--- src/rtl/unified_mem_arbiter.sv ---
// Arbiter sharing one fixed-latency single-port memory between the fetch (IF)
// and memory-stage (D) requesters. D has priority unless D won the last grant.
`timescale 1ns/1ps
module unified_mem_arbiter #(
    parameter int ADDR_W      = 32,
    parameter int DATA_W      = 32,
    parameter int MEM_LATENCY = 2
) (
    input  logic              clk,
    input  logic              rst,
    input  logic              if_req,
    input  logic [ADDR_W-1:0] if_addr,
    input  logic              if_abort,
    output logic              if_ready,
    output logic [DATA_W-1:0] if_rdata,
    input  logic              d_req,
    input  logic              d_we,
    input  logic [ADDR_W-1:0] d_addr,
    input  logic [DATA_W-1:0] d_wdata,
    output logic              d_ready,
    output logic [DATA_W-1:0] d_rdata,
    output logic              stall_if,
    output logic              stall_mem,
    output logic              mem_en,
    output logic              mem_we,
    output logic [ADDR_W-1:0] mem_addr,
    output logic [DATA_W-1:0] mem_wdata,
    input  logic [DATA_W-1:0] mem_rdata
);
    localparam int CNT_W = $clog2(MEM_LATENCY + 1);
    localparam logic [CNT_W-1:0] CNT_INIT = CNT_W'(MEM_LATENCY - 1);

    typedef enum logic [1:0] {IDLE, BUSY_I, BUSY_D} state_t;

    state_t             state_q, state_d;
    logic [CNT_W-1:0]   cnt_q, cnt_d;
    logic               last_d_q, last_d_d;
    logic               abort_q, abort_d;
    logic               if_ready_q, if_ready_d;
    logic               d_ready_q, d_ready_d;
    logic [DATA_W-1:0]  if_rdata_q, if_rdata_d;
    logic [DATA_W-1:0]  d_rdata_q, d_rdata_d;
    logic               mem_en_q, mem_en_d;
    logic               mem_we_q, mem_we_d;
    logic [ADDR_W-1:0]  mem_addr_q, mem_addr_d;
    logic [DATA_W-1:0]  mem_wdata_q, mem_wdata_d;

    logic if_elig, d_elig, grant_d, grant_i;

    // A requester is ignored in its own ready cycle; a flushed fetch is never granted.
    assign if_elig = if_req & ~if_ready_q & ~if_abort;
    assign d_elig  = d_req & ~d_ready_q;
    assign grant_d = d_elig & (~if_elig | ~last_d_q);
    assign grant_i = if_elig & ~grant_d;

    always_ff @(posedge clk) begin
        if (rst) begin
            state_q     <= IDLE;
            cnt_q       <= '0;
            last_d_q    <= 1'b1;
            abort_q     <= 1'b0;
            if_ready_q  <= 1'b0;
            d_ready_q   <= 1'b0;
            if_rdata_q  <= '0;
            d_rdata_q   <= '0;
            mem_en_q    <= 1'b0;
            mem_we_q    <= 1'b0;
            mem_addr_q  <= '0;
            mem_wdata_q <= '0;
        end else begin
            state_q     <= state_d;
            cnt_q       <= cnt_d;
            last_d_q    <= last_d_d;
            abort_q     <= abort_d;
            if_ready_q  <= if_ready_d;
            d_ready_q   <= d_ready_d;
            if_rdata_q  <= if_rdata_d;
            d_rdata_q   <= d_rdata_d;
            mem_en_q    <= mem_en_d;
            mem_we_q    <= mem_we_d;
            mem_addr_q  <= mem_addr_d;
            mem_wdata_q <= mem_wdata_d;
        end
    end

    always_comb begin
        state_d     = state_q;
        cnt_d       = cnt_q;
        last_d_d    = last_d_q;
        abort_d     = abort_q;
        if_ready_d  = 1'b0;
        d_ready_d   = 1'b0;
        if_rdata_d  = if_rdata_q;
        d_rdata_d   = d_rdata_q;
        mem_en_d    = mem_en_q;
        mem_we_d    = mem_we_q;
        mem_addr_d  = mem_addr_q;
        mem_wdata_d = mem_wdata_q;
        unique case (state_q)
            IDLE: begin
                abort_d = 1'b0;
                if (grant_d) begin
                    state_d     = BUSY_D;
                    cnt_d       = CNT_INIT;
                    last_d_d    = 1'b1;
                    mem_en_d    = 1'b1;
                    mem_we_d    = d_we;
                    mem_addr_d  = d_addr;
                    mem_wdata_d = d_wdata;
                end else if (grant_i) begin
                    state_d    = BUSY_I;
                    cnt_d      = CNT_INIT;
                    last_d_d   = 1'b0;
                    mem_en_d   = 1'b1;
                    mem_we_d   = 1'b0;
                    mem_addr_d = if_addr;
                end
            end
            BUSY_I: begin
                if (if_abort) abort_d = 1'b1;
                if (cnt_q != '0) begin
                    cnt_d = cnt_q - 1'b1;
                end else begin
                    // An abort arriving in the final busy cycle still suppresses delivery.
                    if (!(abort_q || if_abort)) begin
                        if_ready_d = 1'b1;
                        if_rdata_d = mem_rdata;
                    end
                    abort_d  = 1'b0;
                    mem_en_d = 1'b0;
                    mem_we_d = 1'b0;
                    state_d  = IDLE;
                end
            end
            BUSY_D: begin
                if (cnt_q != '0) begin
                    cnt_d = cnt_q - 1'b1;
                end else begin
                    if (!mem_we_q) d_rdata_d = mem_rdata;
                    d_ready_d = 1'b1;
                    mem_en_d  = 1'b0;
                    mem_we_d  = 1'b0;
                    state_d   = IDLE;
                end
            end
            default: state_d = IDLE;
        endcase
    end

    assign if_ready  = if_ready_q;
    assign if_rdata  = if_rdata_q;
    assign d_ready   = d_ready_q;
    assign d_rdata   = d_rdata_q;
    assign stall_if  = if_req & ~if_ready_q;
    assign stall_mem = d_req & ~d_ready_q;
    assign mem_en    = mem_en_q;
    assign mem_we    = mem_we_q;
    assign mem_addr  = mem_addr_q;
    assign mem_wdata = mem_wdata_q;

endmodule

--- config.mk ---
export PLATFORM = sky130hd
export DESIGN_NAME = unified_mem_arbiter
export DESIGN_NICKNAME = d
export VERILOG_FILES = /design/src/rtl/unified_mem_arbiter.sv
export SDC_FILE = /design/constraint.sdc
export NUM_CORES = 1
export LEC_CHECK = 0
export BUFFER_PORTS_ARGS = -buffer_cell sky130_fd_sc_hd__buf_2
export CORE_MARGIN = 2
export CORE_UTILIZATION = 45
export CTS_CLUSTER_DIAMETER = 120
export CTS_CLUSTER_SIZE = 16
export DETAILED_ROUTE_END_ITERATION = 16
export GPL_TIMING_DRIVEN = 0
export PLACE_DENSITY = 0.78
export SYNTH_ARGS = -nofsm -noshare
export SYNTH_HDL_FRONTEND = slang
export SYNTH_SLANG_ARGS = --single-unit
--- constraint.sdc ---
create_clock -name clk -period 2.3 [get_ports clk]
set_clock_uncertainty 0.2 [all_clocks]
set_input_delay 0.345 -clock clk [delete_from_list [all_inputs] [get_ports clk]]
set_output_delay 0.345 -clock clk [all_outputs]
set_load 0.05 [all_outputs]
==> results of run 1 <==
worst paths after layout:
kind           startpoint             to  slack (ns)
max               d_ready      stall_mem        0.17
min reg2reg  if_rdata[27]   if_rdata[27]        0.25
min            if_addr[2]    mem_addr[2]        0.02
max reg2reg    state_q[0]  mem_wdata[10]        0.20
cell families (layout without fill, tap and decap cells):
group / Yosys count / count (layout) / share of synthesized area
AND/OR/NAND/NOR: 256 / 256 / 0.204
buffers and inverters: 78 / 444 / 0.0713
flip-flops: 138 / 138 / 0.476
adder cells (fa/ha/maj): 4 / 4 / 0.00862
multiplexers: 2 / 2 / 0.00366
AO/OA/AOI/OAI: 206 / 206 / 0.237
state kept, by name, indices dropped and copies added (netlist names):
name / count
mem_wdata: 32
state_q: 2
if_ready: 1
mem_we: 1
cnt_q: 2
mem_addr: 32
d_ready: 1
abort_q: 1
mem_en: 1
last_d_q: 1
d_rdata: 32
if_rdata: 32
synth_stat cells (4+ instances only):
library cell and instances:
o21ai_1 46, inv_1 5, nand2b_1 5, nand2_1 131, nor2_1 6, ha_1 4
dfxtp_1 138, a311oi_2 29, nand3_1 64, a311oi_1 4, o21ai_0 19, nor3_1 33
clkbuf_1 32, a21oi_1 97, buf_4 7, buf_2 25
worst register-to-register path, cell delays in order (launching register included):
cell      delay, ns
dfxtp_1        0.33
inv_1          0.08
ha_1           0.21
buf_6          0.14
nand3b_1       0.35
clkbuf_1       0.40
o21ai_1        0.13
a21oi_1        0.18
timing repair:
action,4_1_cts,5_1_grt
endpoints found under the hold margin,98,0
pin swaps,0,0
gates resized for setup,1,0
hold buffers,69,0
setup endpoints to repair,1,1
stage by stage:
stage | instances | cell area, sq um | power, W
floorplan | 684 | 5810 | 0.00482
CTS | 1223 | 8660 | 0.00838
global route | 1222 | 8650 | 0.00872
detailed placement | 1122 | 7350 | 0.00548
finish | 1222 | 8650 | 0.00837
global placement | 1122 | 7350 | 0.00546
layout by cell type (no fill, tap or decap), types with 2 or more instances in the layout:
| cell type | netlist | layout |
|---|---|---|
| buf_2 | 25 | 289 |
| dfxtp_1 | 138 | 138 |
| nand2_1 | 131 | 131 |
| a21oi_1 | 97 | 97 |
| dlygate4sd3_1 | 0 | 69 |
| nand3_1 | 64 | 64 |
| o21ai_1 | 46 | 46 |
| clkbuf_1 | 32 | 34 |
| nor3_1 | 33 | 33 |
| a311oi_2 | 29 | 29 |
| o21ai_0 | 19 | 19 |
| clkbuf_16 | 0 | 17 |
| buf_4 | 7 | 8 |
| nor2_1 | 6 | 6 |
| inv_1 | 5 | 5 |
| nand2b_1 | 5 | 5 |
| a311oi_1 | 4 | 4 |
| ha_1 | 4 | 4 |
| buf_6 | 3 | 3 |
| a31oi_1 | 3 | 3 |
| buf_8 | 3 | 3 |
| clkbuf_8 | 0 | 3 |
| clkinvlp_4 | 0 | 3 |
| bufinv_16 | 0 | 3 |
| nor2b_1 | 2 | 2 |
| and3b_1 | 2 | 2 |
| nand3b_1 | 2 | 2 |
| nor4bb_1 | 2 | 2 |
| nand4bb_1 | 2 | 2 |
| clkbuf_4 | 2 | 2 |
| clkinv_2 | 0 | 2 |
power by group:
part	switching, W	internal, W	total, W
combinational	0.00191	0.000835	0.00274
clock	0.00102	0.00179	0.00281
sequential	0.000142	0.00267	0.00281
total	0.00307	0.00530	0.00837
cell type report:
| class | instances | area (sq um) | area share |
|---|---|---|---|
| plain buffers | 71 | 387 | 0.0447 |
| clock buffers | 22 | 474 | 0.0548 |
| clock inverters | 10 | 140 | 0.0162 |
| inverters | 6 | 22.5 | 0.00260 |
| multi-input cells | 468 | 2630 | 0.304 |
| flip-flops and latches | 138 | 2760 | 0.319 |
| well taps | 172 | 215 | 0.0249 |
| repair buffers | 335 | 2020 | 0.234 |
metal layers:
metal / track usage / vias up / wire, microns
met5: 0 / - / 0
met4: 0.112 / 0 / 410
met3: 0.0606 / 32 / 1260
met2: 0.474 / 301 / 9760
met1: 0.340 / 3043 / 8230
li1: - / 3131 / -
==> results.ini, run 1 <==
[run_status]
status = finished clean

[critical_path]
crit_chain = nand2b_1, buf_4, inv_2, buf_4
worstPathArrival_ns = 1.59
path_buf_inv = 3
start_kind = flip-flop
criticalPathCategory = reg -> out
reg2regPathDepth = 7
slowest_delay_ns = 0.33
crit_slowest_cell = dfxtp_1
critPathTopFamily = buffers and inverters
crit_fanout = 16
cp-end-kind = output port
crit_top_cell = buf_4
cp.required_ns = 1.75
cp.depth = 4

[die]
die-area_sq_um = 13800
io_pins = 268
coreArea_sq_um = 12600
initial_core_util = 0.460
die_w_microns = 118
die_h_microns = 118
rows = 41

[route]
wl_per_cell_microns = 16.1
vias = 6507
drc_errors = 0
wl_mm = 19.7
dr.first_iter.drc_count = 529
drt-pass1-iter-count = 5
via_per_inst = 5.32
ant_nets = 0

[synthesis]
syn_avg_cell_area_sq_um = 8.49
syn_area_sq_um = 5810
synth.ff_latch_count = 138
yosys_most_used_dff = dfxtp_1
ys_warn_count = 0
syn-num-nets = 822
yosysSeqAreaShare = 0.476
async_flop_share = 0
synthCells = 684
yosysTopAreaCell = dfxtp_1
synth-edff-count = 0
yosysTopAreaCellShare = 0.476
ys_types = 43
synth_area_leaders = dfxtp_1, nand2_1, a21oi_1, a311oi_2, nand3_1

[sta]
hold_ws_ns = 0.0208
fin_tns_setup_ns = 0
maxSlewViolCount = 0
finalSetupViolations = 0
hold_violations = 0
worst_slack_ns = 0.168
fin_crit_ns = 2.13
finalCritPeriodShare = 0.927
fmax_mhz = 469
rsz0062_at_grt = false
max_slew_margin = 0.519
worst_pin_slew_ns = 0.721

[place]
port_buffers = 266
post-place-ws_ns = 0.245
routabilityCongestion = 0.859
hpwl_mm = 13.1

[global_route]
grt_pass1_wl_mm = 31.1
antenna_found_initial = 1
track_usage = 0.277
grt_overflow = 0
grt_pass1_vias = 6057
grt_max_degree = 17

[cts]
clk_latency_ns = 0.41
cts_tree = yes
cts_setup_buffers = 0
cts-root-buf = clkbuf_16
numCtsBuffers = 17
clock_path_buffers = 2
clkTransAtPathRegs_ns = 0.06
cts_max_level = 4
clkSinkCount = 138

[finish]
antenna_cells = 0
nets = 1175
layout-drive-gt1-share = 0.352
fillCellCount = 1033
finalCoreUtilization = 0.686
area_growth_pct = 49.1

[pwr]
ir_drop_v = 0.000487
p_leak_nw = 3.77
cellPowerDensity_nw_per_um2 = 967

[min_path]
min_path_cells = 3
hold_class = in -> reg

[job]
maxCapViolCount = 0

(Power assumes the default switching activity.)
==> run 2, diff against run 1 <==
==> constraint.sdc (replaced) <==
create_clock -name clk -period 2.3 [get_ports clk]
set_clock_uncertainty 0.2 [all_clocks]
set_input_delay 0.115 -clock clk [delete_from_list [all_inputs] [get_ports clk]]
set_output_delay 0.115 -clock clk [all_outputs]
set_load 0.05 [all_outputs]
==> results.ini, run 2 (same netlist as run 1, synthesis figures left out) <==
[route]
via_per_inst = 5.53
vias = 7110
wl_met1_mm = 8.71
drt-pass1-iter-count = 6
routed.top_layer = met4
dr.first_iter.drc_count = 654
wl_mm = 22.9
drc_errors = 0
ant_nets = 0
wl_met2_mm = 11.2
wl_per_cell_microns = 17.8
wl_met3_mm = 1.91

[place]
routabilityCongestion = 0.859
post-place-ws_ns = 0.245
place_area_sq_um = 7350
hpwl_mm = 13.1
port_buffers = 266

[critical_path]
worstReg2RegEnd = mem_wdata[19]
worstPathArrival_ns = 2.28
cp-end-kind = flip-flop
cp.required_ns = 2.43
criticalPathCategory = reg -> reg
crit_fanout = 10
crit_end = mem_wdata[19]
cp-startpoint = state_q[0]
start_kind = flip-flop
reg2regPathDepth = 7
r2r_start = state_q[0]
r2r_setup_slack_ns = 0.15

[die]
die_w_microns = 118
coreArea_sq_um = 12600
die-area_sq_um = 13800
rows = 41
initial_core_util = 0.460
die_h_microns = 118
io_pins = 268

[sta]
hold_violations = 0
worst_pin_slew_ns = 0.810
finalSetupViolations = 0
rsz0062_at_grt = false
worst_slack_ns = 0.151
fin_crit_ns = 2.15
fin_tns_setup_ns = 0
finalCritPeriodShare = 0.934
maxSlewViolCount = 0
max_slew_margin = 0.460
fmax_mhz = 465

[pwr]
p_leak_nw = 4.04
cellPowerDensity_nw_per_um2 = 925
ir_drop_v = 0.000579
finalPower_w = 0.00858

[cts]
clock_path_buffers = 2
cts_tree = yes
numCtsBuffers = 17
clkTransAtPathRegs_ns = 0.06
clkSinkCount = 138
cts-root-buf = clkbuf_16
cts_max_level = 4
clk_latency_ns = 0.42

[job]
maxCapViolCount = 0

[finish]
final_cell_mix = buf_2, dfxtp_1, nand2_1, dlygate4sd3_1, a21oi_1
area_growth_pct = 59.9
stdcell_area_sq_um = 9280
layout-drive-gt1-share = 0.334
nets = 1238
layout_commonest_cell = buf_2

[global_route]
grt_pass1_wl_mm = 35.9
grt_max_degree = 17
track_usage = 0.323
grt_pass1_vias = 6903
grt_overflow = 0
antenna_found_initial = 2

[min_path]
min_path_cells = 5
hold_class = in -> reg

[run_status]
status = finished clean

[run 2: cell types whose count changed in the layout (fill, tap and decap cells not counted), sizes merged]
cell and change:
buf +1, diode +1, dlygate4sd3 +62
[run 2: per-stage QoR]
stage | instances | utilization | hold slack, ns
after floorplan | 684 | - | 0.0510
after global placement | 1122 | 0.583 | 0.168
after detailed placement | 1122 | 0.583 | 0.173
after CTS | 1285 | 0.735 | 0.147
after global routing | 1286 | 0.735 | 0.181
final | 1286 | 0.735 | 0.169
[run 2: report_power, final]
group	switching [W]	internal [W]	leakage, nW
registers	0.000155	0.00267	1.13
clock network	0.00106	0.00179	0.293
logic	0.00200	0.000905	2.62
[run 2: area by class of cell]
type                       instances  area, sq um
fill                             919         3340
inverter                           6         22.5
multi-input combinational        468         2630
sequential                       138         2760
antenna                            1         2.50
timing repair buffer             397         2640
clock inverter                    10          140
tap                              172          215
clock buffer                      22          474
buffer                            72          393
[run 2: per-layer routing]
layer,track usage,vias to the layer above
met4,0.191,0
met5,0,-
li1,-,3253
met1,0.372,3276
met2,0.549,476
met3,0.0722,105
[run 2: worst max-delay path: stages (launching register included)]
cell and delay [ns]:
dfxtp_1 0.33, inv_1 0.08, ha_1 0.21, buf_6 0.14, nand3b_1 0.39, clkbuf_1 0.42
o21ai_1 0.13, a21oi_1 0.18
[run 2: worst min-delay path by stage]
stage | start | end | slack, ns
after global routing | if_req | mem_en | 0.18
after detailed placement | mem_rdata[11] | d_rdata[11] | 0.17
after global placement | mem_rdata[2] | d_rdata[2] | 0.17
final | d_req | mem_addr[0] | 0.17
after floorplan | mem_rdata[0] | if_rdata[0] | 0.05
after CTS | d_req | mem_addr[0] | 0.15
[run 2: timing repair]
item,CTS,global route
buffers inserted,0,0
endpoints found under the setup margin,0,1
hold endpoints to repair,133,0
hold buffers,131,0
gates resized for setup,0,2
